<file path="config.mk">
export PLATFORM = sky130hd
export DESIGN_NAME = fpu_core_sched
export DESIGN_NICKNAME = d
export VERILOG_FILES = /design/src/rtl/fpu_sched_pkg.sv /design/src/rtl/fpu_sched_rr2.sv /design/src/rtl/fpu_core_sched.sv
export SDC_FILE = /design/constraint.sdc
export NUM_CORES = 1
export LEC_CHECK = 0
export BUFFER_PORTS_ARGS = -buffer_cell sky130_fd_sc_hd__buf_4
export CAP_MARGIN = 20
export CORE_AREA = 3 3 295 297
export CTS_CLUSTER_DIAMETER = 100
export DETAILED_ROUTE_END_ITERATION = 10
export DIE_AREA = 0 0 298 300
export GPL_TIMING_DRIVEN = 0
export PLACE_DENSITY_LB_ADDON = 0.12
export SLEW_MARGIN = 20
export SYNTH_ARGS = -nofsm -noshare
export SYNTH_HDL_FRONTEND = slang
export SYNTH_SLANG_ARGS = --single-unit
</file>
<file path="constraint.sdc">
create_clock -name clk_i -period 4.33 [get_ports clk_i]
set_clock_uncertainty 0.2 [all_clocks]
set_input_delay 1.0825 -clock clk_i [delete_from_list [all_inputs] [get_ports clk_i]]
set_output_delay 1.0825 -clock clk_i [all_outputs]
set_load 0.05 [all_outputs]
</file>
<file path="src/rtl/fpu_sched_pkg.sv">
// Shared types and defaults for the two-requester FPU core scheduler.
package fpu_sched_pkg;

  localparam int unsigned OPCODE_W    = 5;
  localparam int unsigned TIMEOUT_DEF = 127;

  typedef enum logic [1:0] {
    ST_IDLE = 2'd0,
    ST_BUSY = 2'd1,
    ST_RESP = 2'd2
  } sched_state_e;

  typedef struct packed {
    logic nv;
    logic dz;
    logic ovf;
    logic unf;
    logic nx;
  } fpu_status_t;

  localparam fpu_status_t STATUS_TIMEOUT = '{nv: 1'b1, default: 1'b0};

endpackage

</file>
<file path="src/rtl/fpu_sched_rr2.sv">
// Two-way round-robin arbiter: one-hot grant from two valids, priority
// pointer loaded from upd_prio_i when upd_i is strobed.
module fpu_sched_rr2 (
  input  logic       clk_i,
  input  logic       rst_i,
  input  logic [1:0] valid_i,
  input  logic       upd_i,
  input  logic       upd_prio_i,
  output logic [1:0] grant_o
);

  logic prio_q, prio_d;

  always_comb begin
    grant_o = 2'b00;
    unique case (valid_i)
      2'b01:   grant_o = 2'b01;
      2'b10:   grant_o = 2'b10;
      2'b11:   grant_o = prio_q ? 2'b10 : 2'b01;
      default: grant_o = 2'b00;
    endcase
  end

  always_comb begin
    prio_d = prio_q;
    if (upd_i) begin
      prio_d = upd_prio_i;
    end
  end

  always_ff @(posedge clk_i) begin
    if (rst_i) begin
      prio_q <= 1'b0;
    end else begin
      prio_q <= prio_d;
    end
  end

endmodule

</file>
<file path="src/rtl/fpu_core_sched.sv">
// Round-robin scheduler for an iterative FPU core (level enable, ready edge).
// Define FPU_SCHED_TIMEOUT_EN to add the BUSY watchdog.
module fpu_core_sched
  import fpu_sched_pkg::*;
#(
  parameter int unsigned WIDTH   = 64,
  parameter int unsigned TAG_W   = 8,
  parameter int unsigned OP_W    = OPCODE_W,
  parameter int unsigned TIMEOUT = TIMEOUT_DEF
) (
  input  logic                   clk_i,
  input  logic                   rst_i,
  input  logic                   flush_i,
  input  logic [1:0]             req_valid_i,
  output logic [1:0]             req_ready_o,
  input  logic [2*OP_W-1:0]      req_op_i,
  input  logic [2*3*WIDTH-1:0]   req_opnd_i,
  input  logic [2*TAG_W-1:0]     req_tag_i,
  output logic [1:0]             rsp_valid_o,
  input  logic [1:0]             rsp_ready_i,
  output logic [WIDTH-1:0]       rsp_result_o,
  output logic [4:0]             rsp_status_o,
  output logic [TAG_W-1:0]       rsp_tag_o,
  output logic                   rsp_timeout_o,
  output logic                   core_enable_o,
  output logic [OP_W-1:0]        core_op_o,
  output logic [WIDTH-1:0]       core_opa_o,
  output logic [WIDTH-1:0]       core_opb_o,
  output logic [WIDTH-1:0]       core_opc_o,
  input  logic                   core_ready_i,
  input  logic [WIDTH-1:0]       core_out_i,
  input  logic [4:0]             core_flags_i
);

  sched_state_e     state_q, state_d;
  logic             owner_q, owner_d;
  logic [OP_W-1:0]  op_q, op_d;
  logic [WIDTH-1:0] opa_q, opa_d;
  logic [WIDTH-1:0] opb_q, opb_d;
  logic [WIDTH-1:0] opc_q, opc_d;
  logic [WIDTH-1:0] result_q, result_d;
  logic [TAG_W-1:0] tag_q, tag_d;
  fpu_status_t      status_q, status_d;
  logic             ready_q, ready_d;

  logic [1:0] arb_valid;
  logic [1:0] grant;
  logic       sel;
  logic       prio_upd;
  logic       prio_nxt;
  logic       core_edge;

`ifdef FPU_SCHED_TIMEOUT_EN
  localparam int unsigned CNT_W = ($clog2(TIMEOUT + 1) > 7) ? $clog2(TIMEOUT + 1) : 7;
  logic [CNT_W-1:0] cnt_q, cnt_d;
  logic             timeout_q, timeout_d;
`endif

  // Arbitration only runs in IDLE and is masked by flush/reset, so
  // req_ready_o is simply the arbiter grant.
  assign arb_valid = (state_q == ST_IDLE && !flush_i && !rst_i) ? req_valid_i : 2'b00;

  fpu_sched_rr2 u_arb (
    .clk_i      (clk_i),
    .rst_i      (rst_i),
    .valid_i    (arb_valid),
    .upd_i      (prio_upd),
    .upd_prio_i (prio_nxt),
    .grant_o    (grant)
  );

  assign sel       = grant[1];
  assign core_edge = core_ready_i & ~ready_q;

  always_comb begin
    state_d  = state_q;
    owner_d  = owner_q;
    op_d     = op_q;
    opa_d    = opa_q;
    opb_d    = opb_q;
    opc_d    = opc_q;
    tag_d    = tag_q;
    result_d = result_q;
    status_d = status_q;
    ready_d  = core_ready_i;
    prio_upd = 1'b0;
    prio_nxt = ~owner_q;
`ifdef FPU_SCHED_TIMEOUT_EN
    cnt_d     = cnt_q;
    timeout_d = timeout_q;
`endif

    unique case (state_q)
      ST_IDLE: begin
        if (|grant) begin
          state_d = ST_BUSY;
          owner_d = sel;
          op_d    = sel ? req_op_i[OP_W +: OP_W]        : req_op_i[0 +: OP_W];
          opa_d   = sel ? req_opnd_i[3*WIDTH +: WIDTH]  : req_opnd_i[0 +: WIDTH];
          opb_d   = sel ? req_opnd_i[4*WIDTH +: WIDTH]  : req_opnd_i[WIDTH +: WIDTH];
          opc_d   = sel ? req_opnd_i[5*WIDTH +: WIDTH]  : req_opnd_i[2*WIDTH +: WIDTH];
          tag_d   = sel ? req_tag_i[TAG_W +: TAG_W]     : req_tag_i[0 +: TAG_W];
`ifdef FPU_SCHED_TIMEOUT_EN
          cnt_d     = '0;
          timeout_d = 1'b0;
`endif
        end
      end
      ST_BUSY: begin
        if (core_edge) begin
          state_d  = ST_RESP;
          result_d = core_out_i;
          status_d = fpu_status_t'(core_flags_i);
`ifdef FPU_SCHED_TIMEOUT_EN
        end else if (cnt_q == CNT_W'(TIMEOUT)) begin
          state_d   = ST_RESP;
          result_d  = '0;
          status_d  = STATUS_TIMEOUT;
          timeout_d = 1'b1;
        end else begin
          cnt_d = cnt_q + 1'b1;
`endif
        end
      end
      ST_RESP: begin
        if (rsp_ready_i[owner_q]) begin
          state_d  = ST_IDLE;
          prio_upd = 1'b1;
        end
      end
      default: state_d = ST_IDLE;
    endcase

    if (flush_i) begin
      state_d  = ST_IDLE;
      prio_upd = 1'b0;
    end
  end

  always_ff @(posedge clk_i) begin
    if (rst_i) begin
      state_q  <= ST_IDLE;
      owner_q  <= 1'b0;
      op_q     <= '0;
      opa_q    <= '0;
      opb_q    <= '0;
      opc_q    <= '0;
      tag_q    <= '0;
      result_q <= '0;
      status_q <= '0;
      ready_q  <= 1'b0;
    end else begin
      state_q  <= state_d;
      owner_q  <= owner_d;
      op_q     <= op_d;
      opa_q    <= opa_d;
      opb_q    <= opb_d;
      opc_q    <= opc_d;
      tag_q    <= tag_d;
      result_q <= result_d;
      status_q <= status_d;
      ready_q  <= ready_d;
    end
  end

`ifdef FPU_SCHED_TIMEOUT_EN
  always_ff @(posedge clk_i) begin
    if (rst_i) begin
      cnt_q     <= '0;
      timeout_q <= 1'b0;
    end else begin
      cnt_q     <= cnt_d;
      timeout_q <= timeout_d;
    end
  end

  assign rsp_timeout_o = timeout_q;
`else
  assign rsp_timeout_o = 1'b0;
`endif

  assign req_ready_o   = grant;
  assign rsp_valid_o   = (state_q == ST_RESP) ? (owner_q ? 2'b10 : 2'b01) : 2'b00;
  assign rsp_result_o  = result_q;
  assign rsp_status_o  = status_q;
  assign rsp_tag_o     = tag_q;
  assign core_enable_o = (state_q == ST_BUSY);
  assign core_op_o     = op_q;
  assign core_opa_o    = opa_q;
  assign core_opb_o    = opb_q;
  assign core_opc_o    = opc_q;

endmodule

</file>
==> out/metrics.yaml <==
rsz0062_at_grt: "no"
detail_route.iter0.violations: 1234
synth-edff-count: 0
endpoint_kind: "primary output"
overflow: 0
grt_max_degree: 12
slew_viol_final: 0
slew_headroom: 0.2575
fin_setup_tns_ns: 0
die-width_um: 298
place.port_buffers: 765
final_hold_viol_count: 0
outcome: "completed"
drt_pass1_iterations: 7
fin_crit_sh: 0.9359
post_dp_cell_area_um2: 21150
mostFrequentLayoutCells: "769 x buf_4, 279 x dfxtp_1, 276 x a21oi_1, 205 x nand4_1, 205 x a311oi_1"
cts_max_path_buffers: 3
setup_viol: 0
worst_pin_slew_ns: 1.114
antenna_left: 0
start_util: 0.1647
cts_hold_buf: 0
pre_cts_ws_ns: -0.8067
numCtsBuffers: 41
peakVddDrop_uv: 226.1
period_needed_ns: 4.052
cts_tree: "yes"
num_rows: 107
final_area_um2: 22530
cts_resized: 0
num_io_pins: 767
worstHoldPathType: "reg2reg"
clkSinkCount: 279
htreeDepth: 2
start_kind: "primary input"
cts_root_buf: "clkbuf_16"
antenna_found_initial: 27
setup_slack_ns: 0.2776
cts.clk_slew.worst_paths_ns: 0.05
post-synth-top-area-fraction: 0.3996
netlist.top_cell.by_area: "dfxtp_1"
wl_per_cell_um: 26.80
max_freq_mhz: 246.8
layout-drive-gt1-share: 0.4173
grt_pass1_vias: 17840
post-route-drc-count: 0
gp_congestion: 0.9052
ys_warn_count: 0
critPathArrivalTime_ns: 2.77
synth_nets: 2079
postSynthCellCount: 1592
synth.avg_cell_area_um2: 8.780
synthTopCellsByArea: "dfxtp_1 40%, a311oi_1 13%, a21oi_1 9.9%"
grt_pass1_wl_mm: 133.0
yosysSeqAreaShare: 0.3996
fp.dieH_um: 300
synth.distinct_cells: 32
finish.utilization: 0.2655
whs_ns: 0.2519
leakage_nw: 8.459
clock_latency_ns: 0.57
routed_wl_mm: 96.30
dieArea_um2: 89400
max-cap-violations: 0
layout_commonest_cell: "buf_4"
area_growth_pct: 61.20
crit_type: "in2out"
async_reset_ff_frac: 0
synth_top_flop_cell: "dfxtp_1"
drt-vias-per-instance: 4.890
dpl.hpwl_mm: 76.16
track_usage: 0.2029
nNetsFinal: 2888
core_um2: 84880
p_per_area_nw_per_um2: 365.0
synth.cell_area_um2: 13980
path_max_fanout: 11
ys_seq_elements: 279
vias: 17570
cp.required_ns: 3.05
==> kinds of logic (layout without fill, tap and decap cells) <==
logic type,after synthesis,in the layout,share of synthesized area
AOI/OAI and AO/OA,692,692,0.3761
and+or+nand+nor,363,363,0.1396
DFF,279,279,0.3996
buffers and inverters,256,1094,0.08370
other,1,20,0.0002683
muxes,1,1,0.0008056
==> area by class of cell <==
cell class / instances / area, um^2
repair buffers: 767 / 5758
well taps: 1144 / 1431
clock inverters: 11 / 160.2
diodes: 19 / 47.55
flip-flops and latches: 279 / 5585
clock buffers: 61 / 1161
inverters: 4 / 15.01
fillers: 9417 / 62350
multi-input cells: 1057 / 7222
plain buffers: 251 / 1151
==> worst max-delay path, cell delays in order <==
cell and delay, ns:
buf_4 0.19, nor4_4 0.21, buf_4 0.16, buf_2 0.31, buf_2 0.30, nand3_1 0.13, inv_1 0.15, buf_4 0.21
==> Yosys cell counts, types with 2 or more instances <==
| master | number |
|---|---|
| a211oi_1 | 2 |
| a21oi_1 | 276 |
| a311oi_1 | 205 |
| buf_1 | 18 |
| buf_2 | 65 |
| buf_4 | 2 |
| buf_6 | 16 |
| clkbuf_1 | 151 |
| dfxtp_1 | 279 |
| inv_1 | 3 |
| nand2_1 | 140 |
| nand2b_1 | 2 |
| nand4_1 | 205 |
| nor2_1 | 4 |
| nor2b_1 | 2 |
| nor3b_1 | 2 |
| o21ai_0 | 2 |
| o31ai_1 | 105 |
| o31ai_2 | 100 |
==> sequential cells by signal, indices dropped and copies added (netlist names) <==
| signal | cells |
|---|---|
| state_q | 2 |
| u_arb.prio_q | 1 |
| core_opb_o | 64 |
| rsp_tag_o | 8 |
| core_opc_o | 64 |
| ready_q | 1 |
| owner_q | 1 |
| core_opa_o | 64 |
| rsp_status_o | 5 |
| core_op_o | 5 |
| rsp_result_o | 64 |
==> final timing paths <==
path	start	slack [ns]	to	depth (start not counted)
max	rst_i	0.28	req_ready_o[1]	8
min	rsp_result_o[46]	0.25	rsp_result_o[46]	2
max reg2reg	u_arb.prio_q	1.08	core_opb_o[41]	6
min reg2reg	rsp_result_o[46]	0.25	rsp_result_o[46]	2
==> where the power goes <==
group | leakage, nW | switching [W] | internal (W) | total (W)
registers | 2.28 | 0.0000940 | 0.00271 | 0.00280
logic | 5.53 | 0.00131 | 0.000700 | 0.00201
clock network | 0.646 | 0.00138 | 0.00203 | 0.00341
total | 8.46 | 0.00278 | 0.00544 | 0.00822
==> routing by layer <==
| metal | track usage | wire length (um) |
|---|---|---|
| met2 | 0.3391 | 46680 |
| met4 | 0.07902 | 3439 |
| met1 | 0.2430 | 38190 |
| met3 | 0.06282 | 7893 |
| met5 | 0 | 87 |
==> what timing repair did <==
action,in CTS,in global routing
endpoints found under the hold margin,0,0
setup endpoints to repair,2,0
buffers inserted,2,0
==> through the flow <==
step | std cells | power, W
3_3_place_gp | 3501 | 0.004861
2_1_floorplan | 1592 | 0.003899
4_1_cts | 3574 | 0.008334
6_report | 3593 | 0.008223
3_5_place_dp | 3501 | 0.004866
5_1_grt | 3591 | 0.008551
(Power assumes the default switching activity.)
